`src/rtl/loader_pkg.sv`:
```
// Shared types and constants for the boot-time instruction loader.
package loader_pkg;
  typedef enum logic [2:0] {IDLE, HDR0, HDR1, LOAD, WRITE, DONE} state_e;

  localparam int BYTES_PER_WORD = 4;
  localparam int HDR_BYTES      = 2;
  localparam int WIDX_W         = 16;
endpackage

```
`src/rtl/instr_loader_word_assembler.sv`:
```
// Little-endian byte placement register: k-th load lands in byte lane k.
module word_assembler
  import loader_pkg::*;
(
  input  logic        clk_i,
  input  logic        rst_i,
  input  logic        clr_i,
  input  logic        load_i,
  input  logic [7:0]  byte_i,
  output logic [31:0] word_o,
  output logic        last_o,
  output logic        full_o
);
  logic [BYTES_PER_WORD-1:0][7:0] lane_q;
  logic [1:0]                     cnt_q;
  logic                           full_q;

  always_ff @(posedge clk_i) begin
    if (rst_i || clr_i) begin
      lane_q <= '0;
      cnt_q  <= '0;
      full_q <= 1'b0;
    end else if (load_i) begin
      for (int k = 0; k < BYTES_PER_WORD; k++)
        if (cnt_q == 2'(k)) lane_q[k] <= byte_i;
      cnt_q  <= cnt_q + 2'd1;
      full_q <= (cnt_q == 2'(BYTES_PER_WORD - 1));
    end
  end

  assign word_o = lane_q;
  assign last_o = (cnt_q == 2'(BYTES_PER_WORD - 1));
  assign full_o = full_q;
endmodule

```
`src/rtl/instr_loader.sv`:
```
// Boot loader: parses a length-prefixed byte stream into imem writes and
// holds the core in reset until the whole program has been consumed.
module instr_loader
  import loader_pkg::*;
#(
  parameter int WIDTH      = 32,
  parameter int ADDR_WIDTH = 12
) (
  input  logic                  clk_i,
  input  logic                  rst_i,
  input  logic                  start_i,
  input  logic [7:0]            rx_data_i,
  input  logic                  rx_valid_i,
  output logic                  rx_ready_o,
  output logic                  mem_we_o,
  output logic [ADDR_WIDTH-1:0] mem_addr_o,
  output logic [WIDTH-1:0]      mem_wdata_o,
  output logic                  cpu_rst_o,
  output logic                  busy_o,
  output logic                  done_o,
  output logic                  overflow_o
);
  localparam int DEPTH = 2 ** (ADDR_WIDTH - 2);

  state_e              state_q, state_d;
  logic [WIDX_W-1:0]   n_q, n_d;
  logic [WIDX_W-1:0]   widx_q, widx_d;
  logic                ovf_q, ovf_d;
  logic                accept, in_range;
  logic                asm_clr, asm_load, asm_last, asm_full;
  logic [31:0]         asm_word;

  word_assembler u_asm (
    .clk_i  (clk_i),
    .rst_i  (rst_i),
    .clr_i  (asm_clr),
    .load_i (asm_load),
    .byte_i (rx_data_i),
    .word_o (asm_word),
    .last_o (asm_last),
    .full_o (asm_full)
  );

  assign rx_ready_o = (state_q == HDR0) || (state_q == HDR1) || (state_q == LOAD);
  assign accept     = rx_valid_i && rx_ready_o;
  // widx_q keeps counting past capacity, so writes beyond DEPTH never alias low memory
  assign in_range   = {16'd0, widx_q} < 32'(DEPTH);

  always_comb begin
    state_d  = state_q;
    n_d      = n_q;
    widx_d   = widx_q;
    ovf_d    = ovf_q;
    asm_clr  = 1'b0;
    asm_load = 1'b0;
    case (state_q)
      IDLE, DONE: if (start_i) begin
        state_d = HDR0;
        widx_d  = '0;
        ovf_d   = 1'b0;
        asm_clr = 1'b1;
      end
      HDR0: if (accept) begin
        n_d[7:0] = rx_data_i;
        state_d  = HDR1;
      end
      HDR1: if (accept) begin
        n_d[15:8] = rx_data_i;
        state_d   = ({rx_data_i, n_q[7:0]} == 16'd0) ? DONE : LOAD;
      end
      LOAD: begin
        asm_load = accept;
        if (accept && asm_last) state_d = WRITE;
      end
      WRITE: begin
        widx_d = widx_q + 16'd1;
        if (!in_range) ovf_d = 1'b1;
        state_d = (widx_q + 16'd1 == n_q) ? DONE : LOAD;
      end
      default: state_d = IDLE;
    endcase
  end

  always_ff @(posedge clk_i) begin
    if (rst_i) begin
      state_q <= IDLE;
      n_q     <= '0;
      widx_q  <= '0;
      ovf_q   <= 1'b0;
    end else begin
      state_q <= state_d;
      n_q     <= n_d;
      widx_q  <= widx_d;
      ovf_q   <= ovf_d;
    end
  end

  assign mem_we_o    = (state_q == WRITE) && in_range && asm_full;
  assign mem_addr_o  = {widx_q[ADDR_WIDTH-3:0], 2'b00};
  assign mem_wdata_o = WIDTH'(asm_word);
  assign cpu_rst_o   = (state_q != DONE);
  assign busy_o      = (state_q == HDR0) || (state_q == HDR1) ||
                       (state_q == LOAD) || (state_q == WRITE);
  assign done_o      = (state_q == DONE);
  assign overflow_o  = ovf_q;
endmodule

```
`config.mk`:
```
export PLATFORM = sky130hd
export DESIGN_NAME = instr_loader
export DESIGN_NICKNAME = d
export VERILOG_FILES = /design/src/rtl/loader_pkg.sv /design/src/rtl/instr_loader_word_assembler.sv /design/src/rtl/instr_loader.sv
export SDC_FILE = /design/constraint.sdc
export NUM_CORES = 1
export LEC_CHECK = 0
export ABC_AREA = 1
export CAP_MARGIN = 5
export CORE_UTILIZATION = 45
export CTS_CLUSTER_SIZE = 40
export DETAILED_ROUTE_END_ITERATION = 12
export PLACE_DENSITY = 0.74
export SETUP_SLACK_MARGIN = 0.2
export SLEW_MARGIN = 5
export SYNTH_ARGS = -nofsm -noshare
export SYNTH_HDL_FRONTEND = slang
export SYNTH_HIERARCHICAL = 1
export SYNTH_SLANG_ARGS = --single-unit
```
`constraint.sdc`:
```
create_clock -name clk_i -period 2.5 [get_ports clk_i]
set_input_delay 0.625 -clock clk_i [delete_from_list [all_inputs] [get_ports clk_i]]
set_output_delay 0.625 -clock clk_i [all_outputs]
set_load 0.01 [all_outputs]
```
Word-level counts from Yosys, hierarchy flattened

Cells that the tools add are included.

Flip-flop bits (word level): 71
Latch bits: 0
RAM bits: 0
Memory bits (read-only): 0
Input bits: 12
Output and inout port bits: 50
Logic and storage cells: 66
Memories kept: 0

Add/sub/neg operators: 2
Multiply operators: 0
Divide/modulo/power cells: 0
$lt $le $gt $ge: 1
Equality and inequality tests: 15
Shift-type cells: 0
Multiplexer cells: 15
Bitwise operators: 0
Reduce and logical (&&, ||, !) cells: 22

Operator list:

| operator                                              | number |
|---|---|
| one-hot mux 16 bit (2 select lines)                   | 1 |
| two-way mux 3 bit                                     | 6 |
| adder 16 x 1 -> 16 bit (second input constant)        | 1 |
| equality test 16 bit                                  | 1 |
| logical NOT 16 bit                                    | 1 |
| < comparator 16 x 11 -> 1 bit (second input constant) | 1 |
| two-way mux 16 bit                                    | 1 |
| one-hot mux 3 bit (5 select lines)                    | 1 |
| AND reduction 2 bit                                   | 7 |
| != test 2 bit (second input constant)                 | 4 |
| equality test 3 x 2 -> 1 bit (second input constant)  | 2 |
| equality test 3 bit (second input constant)           | 2 |
| two-way mux 1 bit                                     | 5 |
| equality test 2 bit (second input constant)           | 2 |
| logical AND 1 bit                                     | 4 |
| logical OR 1 bit                                      | 4 |
| AND reduction 4 bit                                   | 1 |
| equality test 3 x 1 -> 1 bit (second input constant)  | 1 |
| logical NOT 3 bit                                     | 1 |
| != test 3 bit (second input constant)                 | 1 |
| AND reduction 3 bit                                   | 1 |
| adder 2 x 1 -> 2 bit (second input constant)          | 1 |
| equality test 2 x 1 -> 1 bit (second input constant)  | 1 |
| logical NOT 2 bit                                     | 1 |
| 4 further kinds                                       | 4 |

Depth between registers and ports, before layout

Gate-level depths: netlist (run 1).

Depth in word-level cells: 7
Depth in mapped cells: 16
Depth with buffers taken out: 16

Hierarchy

Netlist (run 1), hierarchy kept.

Modules (own cells, without submodules):

| module         | instances | cells an instance | area each (µm²) | seq. area each (µm²) |
|---|---|---|---|---|
| instr_loader   | 1         | 407               | 2,438.6         | 720.7 |
| word_assembler | 1         | 224               | 1,530.2         | 700.7 |

Worst setup path before layout (run 1)

Ideal clock, no wire load.

Path type: flip-flop to flip-flop
Start point: reg widx_q[0]
End point: reg state_q[1]
Setup time: 0.132 ns
Arrival time: 1.667 ns
Data required time: 2.368 ns
Path slack: 0.701 ns
Stages on the path, launching flop included: 17
Path buffers: 0
Clock period less this slack: 1.799 ns
Path through: dfxtp_1 > ha_1 > nand2_1 > nor2_4 > nand2_1 > nand2_1 > nand2_1 > nand2_1 > inv_1 > nor2_1 > nand2_1 > nor2_1 > nand3_1 > nand2_1 > nand2_1 > nand2_1 > a21oi_1

Longest elaborated chain between the ends: 4

Ends and longest elaborated chain:

| item                               | line               | source |
|---|---|---|
| from (decl)                        | instr_loader.sv:27 | `logic [WIDX_W-1:0] widx_q, widx_d;` |
| from (signal assigned)             | instr_loader.sv:93 | `widx_q <= widx_d;` |
| adder 16 x 1 -> 16 bit             | instr_loader.sv:78 | `state_d = (widx_q + 16'd1 == n_q) ? DONE : LOAD;` |
| equality test 16 bit               | instr_loader.sv:78 |  |
| two-way mux 3 bit                  | instr_loader.sv:78 |  |
| one-hot mux 3 bit (5 select lines) | instr_loader.sv:56 | `case (state_q)` |
| to (signal assigned)               | instr_loader.sv:91 | `state_q <= state_d;` |
| to (decl)                          | instr_loader.sv:25 | `state_e state_q, state_d;` |

Every way passes these cells.
A chain may end at the register's enable or synchronous reset.

Final worst setup path (run 1)

Start point: reg state_q[1]
End point: out rx_ready_o

Longest elaborated chain between the ends: 3
Elaborated cells on any way between the ends: 5
Those cells by class: eq/ne: 3; reduce/logical: 2

Ends and longest elaborated chain:

| item                                                                         | line               | source |
|---|---|---|
| equality test 3 x 1 -> 1 bit or equality test 3 x 2 -> 1 bit (tied branches) | instr_loader.sv:44 | `assign rx_ready_o = (state_q == HDR0) \|\| (state_q == HDR1) \|\| (state_q == LOAD);` |
| logical OR 1 bit                                                             | instr_loader.sv:44 |  |
| logical OR 1 bit (*)                                                         | instr_loader.sv:44 |  |
| to (decl)                                                                    | instr_loader.sv:14 | `output logic rx_ready_o,` |

Every way passes the cells marked *; elsewhere a longest branch is shown, timed or not.

==> results of run 1 <==
cells by family (layout without fill, tap and decap cells):
| logic type | count (synthesis) | count (layout) | synth area share |
|---|---|---|---|
| fa+ha+maj | 5 | 5 | 0.0158 |
| xor+xnor | 3 | 3 | 0.0104 |
| buf+inv | 116 | 178 | 0.135 |
| flops | 71 | 71 | 0.358 |
| other cells | 1 | 2 | 0.000945 |
| simple gates | 376 | 376 | 0.401 |
| compound gates | 59 | 59 | 0.0794 |
per-layer routing:
metal  global-route usage  part of all wire  wire (microns)  vias to the layer above
met5                    0                 0               0                        -
met4                0.116             0.033             348                        0
met3               0.0861             0.078             826                       28
met2                0.410              0.45            4770                      140
met1                0.293              0.43            4580                     1818
li1                     -                 -               -                     2051
report_power, final:
part	switching (mW)	internal, mW
sequential	0.0747	1.22
combinational	0.518	0.292
clock	0.464	0.365
total	1.06	1.87
layout by cell type, fill, tap and decap left out, drive strengths merged:
cell           count
a21oi             37
buf               15
clkbuf            11
clkdlybuf4s50     57
clkinv             3
clkinvlp           2
conb               2
dfxtp             71
dlygate4sd2        1
ha                 5
inv               89
nand2            195
nand3             50
nand3b             2
nand4             10
nor2             113
nor3               3
nor4               3
o21ai             20
o21bai             1
o221ai             1
xnor2              1
xor2               1
xor3               1
worst max-delay path, cell delays in order, from the launching register on:
cell                              delay (ns)
sky130_fd_sc_hd__dfxtp_4                0.39
sky130_fd_sc_hd__inv_1                  0.09
sky130_fd_sc_hd__nor2_2                 0.13
sky130_fd_sc_hd__nor2_1                 0.09
sky130_fd_sc_hd__inv_1                  0.06
sky130_fd_sc_hd__clkdlybuf4s50_1        0.52
worst max path at each step:
stage                          start                to  slack (ns)  depth (start not counted)
final                     state_q[1]        rx_ready_o        0.24                          5
after global routing      state_q[1]        rx_ready_o        0.17                          5
after CTS                 state_q[0]        overflow_o        0.21                          9
after detailed placement     start_i  u_asm/word_o[25]       -0.07                          7
after global placement       start_i   u_asm/word_o[6]       -0.04                          7
after floorplan            widx_q[0]        state_q[1]        0.70                         16
layout make-up:
cell class / instances / share of cell area
Timing Repair Buffer: 74 / 0.145
Tap cell: 105 / 0.0274
Inverter: 88 / 0.0688
Clock buffer: 10 / 0.0266
Multi-Input combinational cell: 445 / 0.425
Clock inverter: 6 / 0.00964
Sequential cell: 71 / 0.298
flip-flops by register name, summed over array words and instances (netlist names):
name	count
u_asm/word_o	32
n_q	16
widx_q	16
state_q	3
u_asm/cnt_q	2
overflow_o	1
u_asm/full_o	1
metrics by stage:
| step | power (mW) | instances | hold WS [ns] | utilization |
|---|---|---|---|---|
| 2_1_floorplan | 1.86 | 632 | 0.437 | - |
| 3_3_place_gp | 2.10 | 782 | 0.452 | 0.548 |
| 3_5_place_dp | 2.11 | 782 | 0.469 | 0.548 |
| 4_1_cts | 2.95 | 799 | 0.479 | 0.571 |
| 5_1_grt | 3.12 | 799 | 0.496 | 0.573 |
| 6_report | 2.93 | 799 | 0.476 | 0.573 |
timing repair:
action	in CTS	in global routing
cloned	0	0
pin swaps	1	4
endpoints found under the setup margin	3	34
buffers inserted	1	0
hold buffers	0	0
resized for setup	6	11
==> results.md, run 1 <==
Clocking:
- The clock passes through at most 2 buffers.
- The H-tree was split into 3 levels.
- The clock slew at the register clock pins of the worst setup and hold paths is 0.07 ns.
- The tree built by TritonCTS fans out to 71 sinks.
- The clock insertion delay at the later pin of the skew report is 0.35 ns.
- TritonCTS built the clock tree.
- The root cell of the clock tree is sky130_fd_sc_hd__clkbuf_8.
- TritonCTS created 9 clock buffers.

Detailed routing:
- The via count is 4037.
- The number of routed nets with antenna violations is 0.
- In the routed layout, each cell is associated on average with a via count of 5.05.
- The first-pass iteration count of the detailed router is 4.
- The number of remaining DRC errors is 0.
- The first routing iteration left 210 violations.
- The total routed wirelength is 10500 microns.
- After detailed routing, the average wire length per cell comes to 13.2 microns.

Logic synthesis:
- The share of Yosys cell area claimed by the top area cell type is 0.358.
- The synthesis-stage register bit count is 71.
- Counting distinct cell types in the post-synthesis netlist gives 29.
- Synthesis handed over a netlist of 631 instances.
- The prevailing post-synth register cell is sky130_fd_sc_hd__dfxtp_1.
- In the synthesized netlist, the cells that appear most often are sky130_fd_sc_hd__nand2_1 (189), sky130_fd_sc_hd__nor2_1 (106), sky130_fd_sc_hd__inv_1 (87).
- After synthesis, the cell types taking the most area are sky130_fd_sc_hd__dfxtp_1 (36%), sky130_fd_sc_hd__nand2_1 (18%), sky130_fd_sc_hd__nor2_1 (10%).
- The average cell area after synthesis is 6.29 sq um.
- In this run, synthesis inferred 0 flip-flops with an integrated enable.
- For this run, asynchronously set or reset flops after synthesis account for 0.
- In the post-synthesis netlist, the cell with the most instances is sky130_fd_sc_hd__nand2_1.
- The largest area contributor in the netlist is sky130_fd_sc_hd__dfxtp_1.
- The synthesized cell area is 3970 sq um.
- The number of warning messages in the yosys log is 6.
- The proportion of synthesized chip area in sequential cells is 0.358.

Placed design:
- The congestion estimate from routability-driven global placement came to 0.899.
- Detailed placement finished with a half-perimeter wire length of 7760 microns.
- After detailed placement, the total cell area comes to 4600 sq um.
- Buffers placed on the I/O ports in this run total 59.
- The worst setup timing slack at the placement stage is -0.0670 ns.

Worst hold path:
- The worst hold path depth is 2.
- The worst hold-check path type is reg2reg.
- The worst hold path begins at n_q[13].
- For hold timing, the worst endpoint is n_q[13].

Setup path:
- The worst endpoint data arrival time is 1.63 ns.
- The worst register-to-register path begins at widx_q[1].
- The largest fanout on the critical path is 7.
- In this run the critical register-to-register path is captured at state_q[2].
- The critical path is of the reg2out type.
- At the worst endpoint, the required time is 1.88 ns.
- The slack of the worst reg-to-reg path is 0.38 ns.
- The number of cells on the worst reg-to-reg path is 13.
- The startpoint class of the critical path is a flip-flop.
- The worst setup path is captured at an output port.

STA:
- At the pin with the least slew margin, the transition time is 0.672 ns.
- The final worst-path cycle share is 0.903.
- The fmax is 0.443 GHz.
- In the final timing run, aggregate negative setup slack is 0 ns.
- In the post-route analysis, the smallest setup slack over all paths is 0.243 ns.
- The final-report setup violation count is 0.
- The final-report max-slew violation count was 0.
- The clock skew is 0.00994 ns.
- Setup repair after global routing could not meet its margin everywhere.
- Headroom to the max-slew limit came out at 0.552.
- The number of failing hold endpoints at the final stage is 0.
- For the finished layout, the period the worst path requires is 2.26 ns.

Layout:
- The register area is 1430 sq um.
- The finished cells cover 4800 sq um.
- In the final design database the tool counted 706 nets.
- Summing all multi-input logic gate instances after layout gives 2040 sq um.
- The repair_antennas step left the layout with diodes totalling 0.
- In the final layout, the share of cells above drive strength 1 is 0.0836.
- After filler insertion, the fill cell instance count of the layout stands at 819.
- Relative to the synthesized area, the layout overhead comes to 21.0%.

Global route:
- The first global-routing pass estimated 17300 microns of wire.
- Across every metal layer, demand over resource in global routing totals 0.250.
- The initial antenna violation count was 0.
- Entering global routing, the biggest net connects 26 pins.
- The remaining global-route overflow is 0.
- The via count of the first global-routing pass is 3785.

Floorplan:
- From left edge to right edge, the die measures 95.9 microns.
- The overall die area is 9200 sq um.
- For this design the top-level I/O count stands at 62.
- The floorplan has 33 rows.
- In this run the standard cell core region covers 8380 sq um.
- The effective utilization at floorplan is 0.474.
- From bottom edge to top edge, the die measures 95.9 microns.

Power:
- The power density over the cells is 610 nW/um^2.
- Summed over all cells, the static leakage comes to 2.22 nW.
- Across the VDD grid, the largest voltage drop is 0.000338 V.

Status:
- The flow ran to the end, and the final reports show no timing, DRC or antenna violations.

Flow run:
- Max-cap violations in this run came to 0.
Note: power is estimated with default switching activity, not from simulation.
==> run 2, diff against run 1 <==
--- a/config.mk
+++ b/config.mk
@@ -7,10 +7,12 @@
 export LEC_CHECK = 0
 export ABC_AREA = 1
 export CAP_MARGIN = 5
-export CORE_UTILIZATION = 45
+export CELL_PAD_IN_SITES_DETAIL_PLACEMENT = 0
+export CELL_PAD_IN_SITES_GLOBAL_PLACEMENT = 1
+export CORE_UTILIZATION = 38
 export CTS_CLUSTER_SIZE = 40
 export DETAILED_ROUTE_END_ITERATION = 12
-export PLACE_DENSITY = 0.74
+export PLACE_DENSITY = 0.86
 export SETUP_SLACK_MARGIN = 0.2
 export SLEW_MARGIN = 5
 export SYNTH_ARGS = -nofsm -noshare
==> run 2 against run 1 <==
Cell count is 3.4% higher; cell area increased by 1.5%; critical path depth did not move; power rose by 5.6%; register-to-register slack gained 0.04 ns; critical path type unchanged; critical endpoint unchanged; combinational power rose by 1%; clock power up 19%.
==> results.md, run 2 (synthesis gave the netlist of run 1 again) <==
Status:
- The flow ran to the end, and the final reports show no timing, DRC or antenna violations.

Global route:
- The via count of the first global-routing pass was 3614.
- The wire length of the first global-routing pass is 17400 microns.
- The pin count of the biggest net entering global routing is 34.
- The total routing resource utilization after global routing is 0.202.
- Global routing finished with a remaining overflow of 0.
- The initial antenna violation count is 0.

Detailed routing:
- The first routing iteration left 184 violations.
- In the routed design, unresolved DRC markers number 0.
- The final routed wire length divided by cell count is 12.7 microns.
- The total routed wirelength is 10500 microns.
- The first-pass iteration count of the detailed router is 4.
- In the routed layout, each cell is associated on average with a via count of 4.67.
- The number of routed nets with antenna violations is 0.
- The detailed router placed 3858 vias in this run.

Setup path:
- The library cell contributing the largest single delay on the critical path is sky130_fd_sc_hd__clkdlybuf4s50_1.
- Traced cell by cell, the critical path runs through inv_2 -> nor2_2 -> nor2_2 -> inv_1 -> clkdlybuf4s50_1.
- The delay of the slowest critical-path stage is 0.52 ns.
- The startpoint class of the critical path is a flip-flop.
- The most repeated library cell on the critical path is sky130_fd_sc_hd__nor2_2.
- For the worst flop-to-flop path, the logic depth is 14.
- Data on the critical path arrives at its endpoint at 1.60 ns.
- The largest fanout on the critical path is 4.
- The worst setup path is captured at an output port.
- The setup path with the least slack is of type reg2out.
- The data required time of the critical path is 1.88 ns.

Layout:
- The number of flip-flops under the largest register name is 32.
- Measured on the finished design, the core utilization comes to 0.489.
- Leaving out fill and tap cells, the most frequent cells in the layout are sky130_fd_sc_hd__nand2_1 (188), sky130_fd_sc_hd__nor2_1 (102), sky130_fd_sc_hd__inv_1 (86).
- The design area is 4870 sq um.
- The filler cell count is 1020.
- The net count of the finished layout is 705.
- The most frequent standard cell in the layout excluding fill and tap cells is sky130_fd_sc_hd__nand2_1.
- In the final layout, the share of cells above drive strength 1 is 0.0851.
- The repair_antennas step left the layout with diodes totalling 0.
- From synthesis to final layout, the design area changed by 22.8%.

STA:
- The clock period minus final worst setup slack is 2.23 ns.
- Between clock sinks in the finished design, the worst skew comes to 0.00753 ns.
- Setup repair after global routing could not meet its margin everywhere.
- The final-report max-slew violation count came to 0.
- The final worst-path cycle share is 0.890.
- The number of failing hold endpoints at the final stage is 0.
- Setup violations remaining at the end of the flow were counted as 0.
- The setup TNS after final layout is 0 ns.
- Once routing completed, OpenROAD measured the worst setup slack at 0.275 ns.
- The fmax is 0.449 GHz.

Clocking:
- The number of levels the H-tree was split into is 3.
- The tree is rooted in a sky130_fd_sc_hd__clkbuf_8.
- After clock tree synthesis, the clock-pin slew on the worst setup and hold paths is 0.07 ns.
- The number of sinks on the clock net is 71.
- The setup fix buffers added after clock tree synthesis is 0.
- At the later pin of the worst-skew pair, clock insertion delay measures 0.35 ns.
- The largest buffer count on any clock path is 2.
- The number of clock buffers inserted by TritonCTS is 9.
- The cts-stage hold buffer count is 0.
- The TritonCTS clock tree is built.

Power:
- Of the total power, the clock network draws 0.318.
- The share of total power in sequential cells is 0.418.
- The total chip power is 3.10 mW.
- Dividing total power by cell area gives a power density of 635 nW/um^2.
- Across the VDD grid, the largest voltage drop is 0.000249 V.
- The cell internal power dissipation is 2.06 mW.
- In this run the static leakage power is 2.24 nW.
- Of the total power, the share spent switching nets is 0.335.
- The switching power total is 1.04 mW.
- The share of total power dissipated in combinational logic is 0.265.

Placed design:
- The last weighted congestion value of the routability-driven placer is 0.810.
- Once detailed placement completed, the half-perimeter wirelength came to 7590 microns.
- Timing analysis after detailed placement gives a worst setup slack of 0.297 ns.
- The count of buffers from port buffering is 59.
- The placement-stage cell area is 4630 sq um.

Floorplan:
- The overall die area is 10900 sq um.
- The region available for standard cell placement spans 9950 sq um.
- The die outline width is 104 microns.
- Pin placement for this block handled 62 I/O pins.
- In this run the core area contains 36 standard-cell rows.
- For this configuration, the core starts out at a cell density of 0.399.
- The y dimension of the die is 104 microns.

Worst hold path:
- Along the worst hold path, the cell count comes to 2.
- The path class of the tightest hold or removal check is reg2reg.

Flow run:
- Max-cap violations in this run came to 0.
run 2: cell types whose count changed in the layout (fill, tap and decap cells not counted), sizes merged:
cell / change
buf: -1
clkbuf: +3
clkinvlp: -2
inv: -1
bufinv: +1
clkinv: -1
run 2: critical path: cells and delay by family, from the launching register on:
family / cells / cell delay (ns)
AND/OR/NAND/NOR: 2 / 0.25
buffers and inverters: 3 / 0.64
flip-flops: 1 / 0.36
run 2: what timing repair did:
action                     in CTS  in global routing
pin swaps                       1                  2
resized for setup               7                 12
setup endpoints to repair       3                  7
gates cloned                    0                  0
run 2: layout make-up:
| cell class | count | area [sq um] | share of cell area |
|---|---|---|---|
| clock inverter | 3 | 40.0 | 0.00822 |
| sequential | 71 | 1430 | 0.294 |
| timing repair buffer | 73 | 689 | 0.141 |
| multi-input combinational | 445 | 2050 | 0.420 |
| inverter | 88 | 330 | 0.0678 |
| tap | 133 | 166 | 0.0342 |
| clock buffer | 13 | 169 | 0.0347 |
run 2: final timing paths:
path / slack, ns / end / from
setup / recovery: 0.27 / rx_ready_o / state_q[0]
hold / removal: 0.47 / u_asm/full_o / u_asm/full_o
setup reg to reg: 0.42 / state_q[1] / widx_q[1]
hold reg to reg: 0.47 / u_asm/full_o / u_asm/full_o
run 2: routing by layer:
| metal | up-vias | part of all wire | global-route usage |
|---|---|---|---|
| met2 | 77 | 0.47 | 0.334 |
| met1 | 1715 | 0.46 | 0.255 |
| li1 | 2048 | - | - |
| met3 | 18 | 0.048 | 0.0401 |
| met4 | 0 | 0.020 | 0.0847 |
| met5 | - | 0 | 0 |
run 2: through the flow:
step | std cells | hold WS [ns]
after detailed placement | 810 | 0.457
after floorplan | 632 | 0.437
after global placement | 810 | 0.450
after CTS | 826 | 0.469
after global routing | 826 | 0.503
final | 826 | 0.466
run 2: power by group through the flow:
| stage | sequential, mW | clock (mW) | combinational [mW] |
|---|---|---|---|
| 2_1_floorplan | 1.29 | 0 | 0.563 |
| 3_3_place_gp | 1.30 | 0 | 0.801 |
| 3_5_place_dp | 1.31 | 0 | 0.813 |
| 4_1_cts | 1.29 | 1.01 | 0.809 |
| 5_1_grt | 1.30 | 1.05 | 0.927 |
| 6_report | 1.29 | 0.984 | 0.820 |
==> run 3, diff against run 2 <==
--- a/config.mk
+++ b/config.mk
@@ -10,11 +10,11 @@
 export CELL_PAD_IN_SITES_DETAIL_PLACEMENT = 0
 export CELL_PAD_IN_SITES_GLOBAL_PLACEMENT = 1
 export CORE_UTILIZATION = 38
+export CTS_CLUSTER_DIAMETER = 150
 export CTS_CLUSTER_SIZE = 40
 export DETAILED_ROUTE_END_ITERATION = 12
 export PLACE_DENSITY = 0.86
 export SETUP_SLACK_MARGIN = 0.2
-export SLEW_MARGIN = 5
 export SYNTH_ARGS = -nofsm -noshare
 export SYNTH_HDL_FRONTEND = slang
 export SYNTH_HIERARCHICAL = 1
==> results of run 3 <==
Final layout, timing and power as in run 2 (identical DEF).
